==> src/rtl/spi_xfer_engine.sv <==
// rtl/spi_xfer_engine.sv - SPI mode-0 master that exchanges bytes in place in the shared SPI buffer (port B).
// Optional build macro SPI_XFER_LOOPBACK_EN: sample the engine's own mosi instead of the miso pin.
module spi_xfer_engine #(
  parameter int addr_bits = 13,
  parameter int clk_div   = 2
) (
  input  logic                 clk,
  input  logic                 rst,
  input  logic                 start,
  input  logic [addr_bits:0]   xfer_len,
  output logic                 busy,
  output logic                 done,
  output logic [addr_bits-1:0] buf_addr,
  output logic [7:0]           buf_wr_val,
  output logic                 buf_wr_en,
  input  logic [7:0]           buf_rd_val,
  output logic                 sclk,
  output logic                 mosi,
  input  logic                 miso,
  output logic                 cs_n
);

  typedef enum logic [2:0] {
    S_IDLE,
    S_FETCH,
    S_WAIT,
    S_LOAD,
    S_SHIFT,
    S_STORE,
    S_FINISH
  } state_t;

  localparam logic [7:0] HALF_LAST = 8'(clk_div - 1);
  localparam logic [7:0] HOLD_LAST = 8'(clk_div);

  state_t               state_q, state_d;
  logic [addr_bits:0]   len_q, len_d;
  logic [addr_bits-1:0] index_q, index_d;
  logic [addr_bits:0]   index_inc;
  logic                 busy_q, busy_d;
  logic                 done_q, done_d;
  logic [addr_bits-1:0] buf_addr_q, buf_addr_d;
  logic [7:0]           buf_wr_val_q, buf_wr_val_d;
  logic                 buf_wr_en_q, buf_wr_en_d;
  logic                 sclk_q, sclk_d;
  logic                 mosi_q, mosi_d;
  logic                 cs_n_q, cs_n_d;
  logic [7:0]           tx_q, tx_d;
  logic [7:0]           rx_q, rx_d;
  logic [2:0]           bit_q, bit_d;
  logic [7:0]           half_q, half_d;
  logic [7:0]           hold_q, hold_d;
  logic                 sample_bit;

`ifdef SPI_XFER_LOOPBACK_EN
  logic unused_miso;
  assign unused_miso = miso;
  assign sample_bit  = mosi_q;
`else
  assign sample_bit  = miso;
`endif

  assign index_inc = {1'b0, index_q} + {{addr_bits{1'b0}}, 1'b1};

  always_comb begin
    state_d      = state_q;
    len_d        = len_q;
    index_d      = index_q;
    busy_d       = busy_q;
    done_d       = 1'b0;
    buf_addr_d   = buf_addr_q;
    buf_wr_val_d = buf_wr_val_q;
    buf_wr_en_d  = 1'b0;
    sclk_d       = sclk_q;
    mosi_d       = mosi_q;
    cs_n_d       = cs_n_q;
    tx_d         = tx_q;
    rx_d         = rx_q;
    bit_d        = bit_q;
    half_d       = half_q;
    hold_d       = hold_q;

    case (state_q)
      S_IDLE: begin
        if (start) begin
          if (xfer_len != '0) begin
            len_d      = xfer_len;
            index_d    = '0;
            buf_addr_d = '0;
            cs_n_d     = 1'b0;
            busy_d     = 1'b1;
            state_d    = S_FETCH;
          end else begin
            done_d = 1'b1;
          end
        end
      end
      // buf_addr already holds index; the buffer registers it at the end of FETCH.
      S_FETCH: state_d = S_WAIT;
      S_WAIT:  state_d = S_LOAD;
      S_LOAD: begin
        tx_d    = buf_rd_val;
        mosi_d  = buf_rd_val[7];
        sclk_d  = 1'b0;
        bit_d   = 3'd0;
        half_d  = 8'd0;
        state_d = S_SHIFT;
      end
      S_SHIFT: begin
        if (half_q == HALF_LAST) begin
          half_d = 8'd0;
          if (!sclk_q) begin
            sclk_d = 1'b1;
            rx_d   = {rx_q[6:0], sample_bit};
          end else begin
            sclk_d = 1'b0;
            // The last falling edge leaves mosi on bit 0 and queues the write-back.
            if (bit_q == 3'd7) begin
              buf_addr_d   = index_q;
              buf_wr_val_d = rx_q;
              buf_wr_en_d  = 1'b1;
              state_d      = S_STORE;
            end else begin
              tx_d   = {tx_q[6:0], 1'b0};
              mosi_d = tx_q[6];
              bit_d  = bit_q + 3'd1;
            end
          end
        end else begin
          half_d = half_q + 8'd1;
        end
      end
      S_STORE: begin
        if (index_inc == len_q) begin
          hold_d  = 8'd0;
          state_d = S_FINISH;
        end else begin
          index_d    = index_inc[addr_bits-1:0];
          buf_addr_d = index_inc[addr_bits-1:0];
          state_d    = S_FETCH;
        end
      end
      // One cycle retires the write-back, then cs_n is held low for clk_div cycles.
      S_FINISH: begin
        if (hold_q == HOLD_LAST) begin
          cs_n_d  = 1'b1;
          busy_d  = 1'b0;
          done_d  = 1'b1;
          state_d = S_IDLE;
        end else begin
          hold_d = hold_q + 8'd1;
        end
      end
      default: state_d = S_IDLE;
    endcase
  end

  always_ff @(posedge clk) begin
    if (rst) begin
      state_q      <= S_IDLE;
      len_q        <= '0;
      index_q      <= '0;
      busy_q       <= 1'b0;
      done_q       <= 1'b0;
      buf_addr_q   <= '0;
      buf_wr_val_q <= 8'd0;
      buf_wr_en_q  <= 1'b0;
      sclk_q       <= 1'b0;
      mosi_q       <= 1'b0;
      cs_n_q       <= 1'b1;
      tx_q         <= 8'd0;
      rx_q         <= 8'd0;
      bit_q        <= 3'd0;
      half_q       <= 8'd0;
      hold_q       <= 8'd0;
    end else begin
      state_q      <= state_d;
      len_q        <= len_d;
      index_q      <= index_d;
      busy_q       <= busy_d;
      done_q       <= done_d;
      buf_addr_q   <= buf_addr_d;
      buf_wr_val_q <= buf_wr_val_d;
      buf_wr_en_q  <= buf_wr_en_d;
      sclk_q       <= sclk_d;
      mosi_q       <= mosi_d;
      cs_n_q       <= cs_n_d;
      tx_q         <= tx_d;
      rx_q         <= rx_d;
      bit_q        <= bit_d;
      half_q       <= half_d;
      hold_q       <= hold_d;
    end
  end

  assign busy       = busy_q;
  assign done       = done_q;
  assign buf_addr   = buf_addr_q;
  assign buf_wr_val = buf_wr_val_q;
  assign buf_wr_en  = buf_wr_en_q;
  assign sclk       = sclk_q;
  assign mosi       = mosi_q;
  assign cs_n       = cs_n_q;

endmodule
==> config.mk <==
export PLATFORM = sky130hd
export DESIGN_NAME = spi_xfer_engine
export DESIGN_NICKNAME = d
export VERILOG_FILES = /design/src/rtl/spi_xfer_engine.sv
export SDC_FILE = /design/constraint.sdc
export NUM_CORES = 1
export LEC_CHECK = 0
export ABC_AREA = 1
export BUFFER_PORTS_ARGS = -buffer_cell sky130_fd_sc_hd__clkbuf_2
export CAP_MARGIN = 0
export CORE_UTILIZATION = 35
export CTS_BUF_LIST = sky130_fd_sc_hd__clkbuf_16
export DETAILED_ROUTE_END_ITERATION = 8
export GPL_TIMING_DRIVEN = 0
export SETUP_SLACK_MARGIN = 0.4
export SLEW_MARGIN = 20
export SYNTH_ARGS = -nofsm -noshare
export SYNTH_HDL_FRONTEND = slang
export SYNTH_SLANG_ARGS = --single-unit
==> constraint.sdc <==
create_clock -name clk -period 1.98 [get_ports clk]
set_input_delay 0.297 -clock clk [delete_from_list [all_inputs] [get_ports clk]]
set_output_delay 0.297 -clock clk [all_outputs]
set_load 0.01 [all_outputs]
# [Word-level counts from Yosys, hierarchy flattened]
# Index checks and enable logic that the tools add are counted.
[totals] register_bits=91 in_bits=26 output_inout_bits=27 wordCells=110
[classes] n_addsub=4 n_eq_ne=20 n_mux=49 n_bitwise=3 n_reduce_logical=18
[op_table] cell="two-way mux 13 bit" count=6
[op_table] cell="one-hot mux 13 bit (3 select lines)" count=1
[op_table] cell="one-hot mux 8 bit (2 select lines)" count=2
[op_table] cell="two-way mux 3 bit" count=10
[op_table] cell="one-hot mux 13 bit (2 select lines)" count=1
[op_table] cell="two-way mux 8 bit" count=3
[op_table] cell="two-way mux 7 bit" count=3
[op_table] cell="one-hot mux 3 bit (7 select lines)" count=1
[op_table] cell="inequality test 2 bit, second input constant" count=10
[op_table] cell="adder 8 x 1 -> 8 bit, second input constant" count=2
[op_table] cell="AND reduction 4 bit" count=4
[op_table] cell="two-way mux 1 bit" count=15
[op_table] cell="adder 13 x 1 -> 14 bit, second input constant" count=1
[op_table] cell="equality test 14 bit" count=1
[op_table] cell="one-hot mux 7 bit (2 select lines)" count=1
[op_table] cell="nonzero test 14 bit" count=1
[op_table] cell="equality test 3 bit, second input constant" count=4
[op_table] cell="one-hot mux 1 bit (2 select lines)" count=5
[op_table] cell="AND reduction 3 bit" count=3
[op_table] cell="equality test 8 x 1 -> 1 bit, second input constant" count=1
[op_table] cell="equality test 8 x 2 -> 1 bit, second input constant" count=1
[op_table] cell="nonzero test 2 bit" count=4
[op_table] cell="AND reduction 7 bit" count=1
[op_table] cell="equality test 3 x 2 -> 1 bit, second input constant" count=2
[op_table] cell="other kinds (9)" count=11

# [Longest topological paths before layout]
[logic_depth] word_depth=5 depth_mapped=17 depth_no_buf=16

# [Worst setup path after synthesis]
# OpenSTA, ideal clock, no wires.
[synth_timing] kind="reg2reg" start="reg index_q[0]" end="reg buf_addr_q[0] (netlist: buf_addr[0])" t_arrival_ns=1.913 required_time_ns=1.868 slack_ns=-0.044 path_stages_with_launch=16 path_buffers=1 path_cell_list="dfxtp_1 > ha_1 > nand2_2 > nor2_2 > nand3_1 > nand2_1 > nand2_1 > nand2_1 > nand3_1 > nor2_2 > nand4_4 > nand2_1 > inv_2 > buf_6 > nor2_1 > nor2_1"
[synth_between] elab_chain_len=4
[synth_lines] item="from (decl)" line_no="38" text="logic [addr_bits-1:0] index_q, index_d;"
[synth_lines] item="from (signal assigned)" line_no="179" text="index_q <= index_d;"
[synth_lines] item="adder 13 x 1 -> 14 bit / two-way mux 13 bit (equally long branches)" line_no="63, 118"
[synth_lines] item="equality test 14 bit / two-way mux 13 bit (equally long branches)" line_no="134, 112"
[synth_lines] item="inequality test 2 bit (no line) / two-way mux 13 bit (equally long branches)"
[synth_lines] item="AND reduction 7 bit (no line) / one-hot mux 13 bit (3 select lines) (equally long branches)"
[synth_lines] item="to (signal assigned)" line_no="182" text="buf_addr_q <= buf_addr_d;"
[synth_lines] item="to (decl)" line_no="42" text="logic [addr_bits-1:0] buf_addr_q, buf_addr_d;"
# Parallel ways exist; a longest one is shown, timed or not. The select of a mux whose other input is x is not followed.
# A chain may end at the register's enable or synchronous reset.

# [Worst setup path in the final report]
[layout_timing] start="reg index_q[0]" end="reg buf_addr_q[6] (netlist: buf_addr[6])"
[layout_between] elab_chain_len=4
[layout_lines] item="adder 13 x 1 -> 14 bit (*)" line_no="63" text="assign index_inc = {1'b0, index_q} + {{addr_bits{1'b0}}, 1'b1};"
[layout_lines] item="equality test 14 bit" line_no="134" text="if (index_inc == len_q) begin"
[layout_lines] item="inequality test 2 bit (no line)"
[layout_lines] item="AND reduction 7 bit (no line)"
# Every way passes the cells marked *; elsewhere a longest branch is shown, timed or not. The select of a mux whose other input is x is not followed.

==> reports/metrics.csv <==
metric,value,unit
reg2reg_depth,15,
stdcell_area,6750,sq um
ys_dominant_reg_cell,dfxtp_1,
rsz0062_at_grt,yes,
cts.sinks,91,
synthCells,707,
synthToLayoutAreaGrowth,43.3,%
io_buffer_count,51,
synth_compound_area_share,15.4,%
place_ws,-0.603,ns
ys_seq_elements,91,
core-area,13200,sq um
final_nets,850,
drc,1,
synth_top_family_by_area,simple AND/OR/NAND/NOR gates,
crit_path_start,index_q[0],
violations,"DRC, setup timing",
dp_hpwl,9470,um
grt_pass1_wl,23100,um
placed_area,5300,sq um
ys_types,39,
synthSimpleGateAreaFrac,33.5,%
drtPass1Iterations,7,
hold_viol_final,0,
final_common_cell,nand2_1,
syn_area,4710,sq um
holdBufCountCts,0,
ir_worst_vdd,0.558,mV
async_reset_ff_share,0,%
initial_utilization,35.7,%
pwr_density_cell,784,nW/um^2
layout-drive-gt1-share,38.0,%
leakage,2.71,nW
antenna_found_initial,0,
crit_type,reg2reg,
grt_pass1_vias,4847,
slew_viol_final,0,
synthAdderAreaFrac,1.86,%
postRouteAntennaNets,0,
synth_xor_area_share,0.744,%
hold_path_class,in2reg,
fmax,456,MHz
crit_fanout,7,
r2r_start,index_q[0],
overflow,0,
finalCritPeriodShare,111,%
rows,42,
clockBufferDepth,2,
die_width,118,um
required,2.23,ns
yosys_warnings,0,
gp_congestion,0.831,
slew_headroom,52.5,%
cts-root-buf,clkbuf_16,
timing.rr.end,buf_addr[6],
cap_violations,0,
cts_buffers,9,
io_pins,53,
clk_latency,0.35,ns
tritoncts,yes,
clkTransAtPathRegs,0.07,ns
synth_mux_area_share,0,%
drt_iter0_drc,304,
die_h,118,um
setup_viol,37,
layout_common_cells,"130 x nand2_1, 74 x dfxtp_1, 65 x inv_1",
hold_ws,0.190,ns
synth.yosys.seq_area_share,38.7,%
worst_setup_path_end_kind,flip-flop,
layout_min_cycle_time,2.19,ns
vias,5104,
design_power_total,5.29,mW
worst_pin_slew,0.712,ns
arrival,2.44,ns
synth_area_per_cell,6.66,sq um
diodes,0,
drt-vias-per-instance,5.11,
synth_nets,740,
wl_per_cell,14.4,um
crit_end,buf_addr[6],
finalWirelength,14400,um
synth_edf_count,0,
dieArea,13900,sq um
start_kind,flip-flop,
status,"complete, but fails checks",
rrSetupSlack,-0.21,ns
grt_usage,20.7,%
h-tree-depth,3,
grt_max_degree,17,
fin_skew,0.00734,ns
fin_ws,-0.211,ns
power by group:
group / internal [mW] / total, mW / switching [mW] / leakage [nW]
Sequential: 1.99 / 2.15 / 0.159 / 0.752
Combinational: 0.581 / 1.38 / 0.800 / 1.81
Clock: 0.987 / 1.76 / 0.773 / 0.144
Total: 3.56 / 5.29 / 1.73 / 2.71
layout make-up:
class | count | area [sq um]
repair buffers | 97 | 683
flip-flops and latches | 91 | 1860
clock buffers | 9 | 225
multi-input cells | 505 | 3120
plain buffers | 27 | 218
fillers | 1256 | 6440
well taps | 176 | 220
clock inverters | 7 | 73.8
inverters | 86 | 344
worst min-delay path by stage:
stage,startpoint,end,slack (ns),depth (start not counted)
after detailed placement,rx_q[7],rx_q[7],0.44,2
after CTS,buf_rd_val[5],tx_q[5],0.19,3
after global placement,rx_q[7],rx_q[7],0.43,2
after floorplan,rx_q[7],rx_q[7],0.42,2
final,buf_rd_val[5],tx_q[5],0.19,3
after global routing,buf_rd_val[6],tx_q[6],0.20,3
synthesized netlist by cell type, types with 2 or more instances:
cell type | count | area share (%)
nor4_1 | 5 | 0.66
ha_1 | 7 | 1.9
nand3b_1 | 13 | 2.1
nor2_2 | 12 | 1.6
nor3_1 | 4 | 0.42
clkbuf_1 | 17 | 1.4
nand2_1 | 167 | 13
inv_2 | 3 | 0.24
a31oi_1 | 7 | 0.93
o21ai_0 | 55 | 5.8
buf_2 | 4 | 0.42
nand3_1 | 60 | 6.4
inv_1 | 83 | 6.6
a21oi_1 | 58 | 6.2
nand2_2 | 5 | 0.66
o22ai_1 | 2 | 0.27
a221oi_1 | 2 | 0.37
xor2_1 | 3 | 0.56
dfxtp_1 | 91 | 39
buf_6 | 4 | 0.96
nor2_1 | 77 | 6.1
o21ai_1 | 2 | 0.21
nand4_1 | 10 | 1.3
stage by stage:
| step | TNS [ns] | utilization [%] | cells |
|---|---|---|---|
| 5_1_grt | -9.65 | 51.2 | 998 |
| 2_1_floorplan | 0 | - | 707 |
| 3_3_place_gp | -15.58 | 40.2 | 934 |
| 6_report | -5.95 | 51.2 | 998 |
| 3_5_place_dp | -14.73 | 40.2 | 934 |
| 4_1_cts | -1.92 | 47.3 | 980 |
cells by family (layout without fill, tap and decap cells):
family                     after synthesis  count (layout)
and+or+nand+nor                        357             359
xor gates and xnor gates                 4               4
buffers and inverters                  113             226
DFF                                     91              91
AOI/OAI and AO/OA                      135             135
adders and majority gates                7               7
worst max-delay path, cell delays in order (launching register included):
cell and delay, ns:
dfxtp_4 0.38, ha_4 0.16, nand2_8 0.08, nor2_4 0.19
nand2_2 0.09, nand3_2 0.10, nand3_2 0.08, nor2_2 0.15
nand2_2 0.08, nor2_4 0.13, nand4_4 0.17, nand2_2 0.14
inv_4 0.06, clkbuf_16 0.16, nor2_4 0.07, nor2_1 0.04
per-layer routing:
layer	global-route usage, %	wire [um]	vias up
li1	-	-	2539
met1	25.7	6390	2387
met2	35.4	6960	139
met3	4.02	632	39
met4	7.85	443	0
met5	0	0	-
registers in the layout, summed over array words and instances, names as in the netlist:
| signal | cells |
|---|---|
| mosi | 1 |
| hold_q | 8 |
| index_q | 13 |
| sclk | 1 |
| half_q | 8 |
| len_q | 14 |
| tx_q | 7 |
| busy | 1 |
| state_q | 3 |
| bit_q | 3 |
| buf_wr_en | 1 |
| buf_wr_val | 8 |
| rx_q | 8 |
| done | 1 |
| cs_n | 1 |
| buf_addr | 13 |
repair_timing:
action | in CTS | in global routing
cloned | 6 | 2
resized for setup | 126 | 123
endpoints found under the hold margin | 0 | 0
pin swaps | 8 | 46
buffers inserted | 24 | 16
setup endpoints to repair | 88 | 83
(Power assumes the default switching activity.)
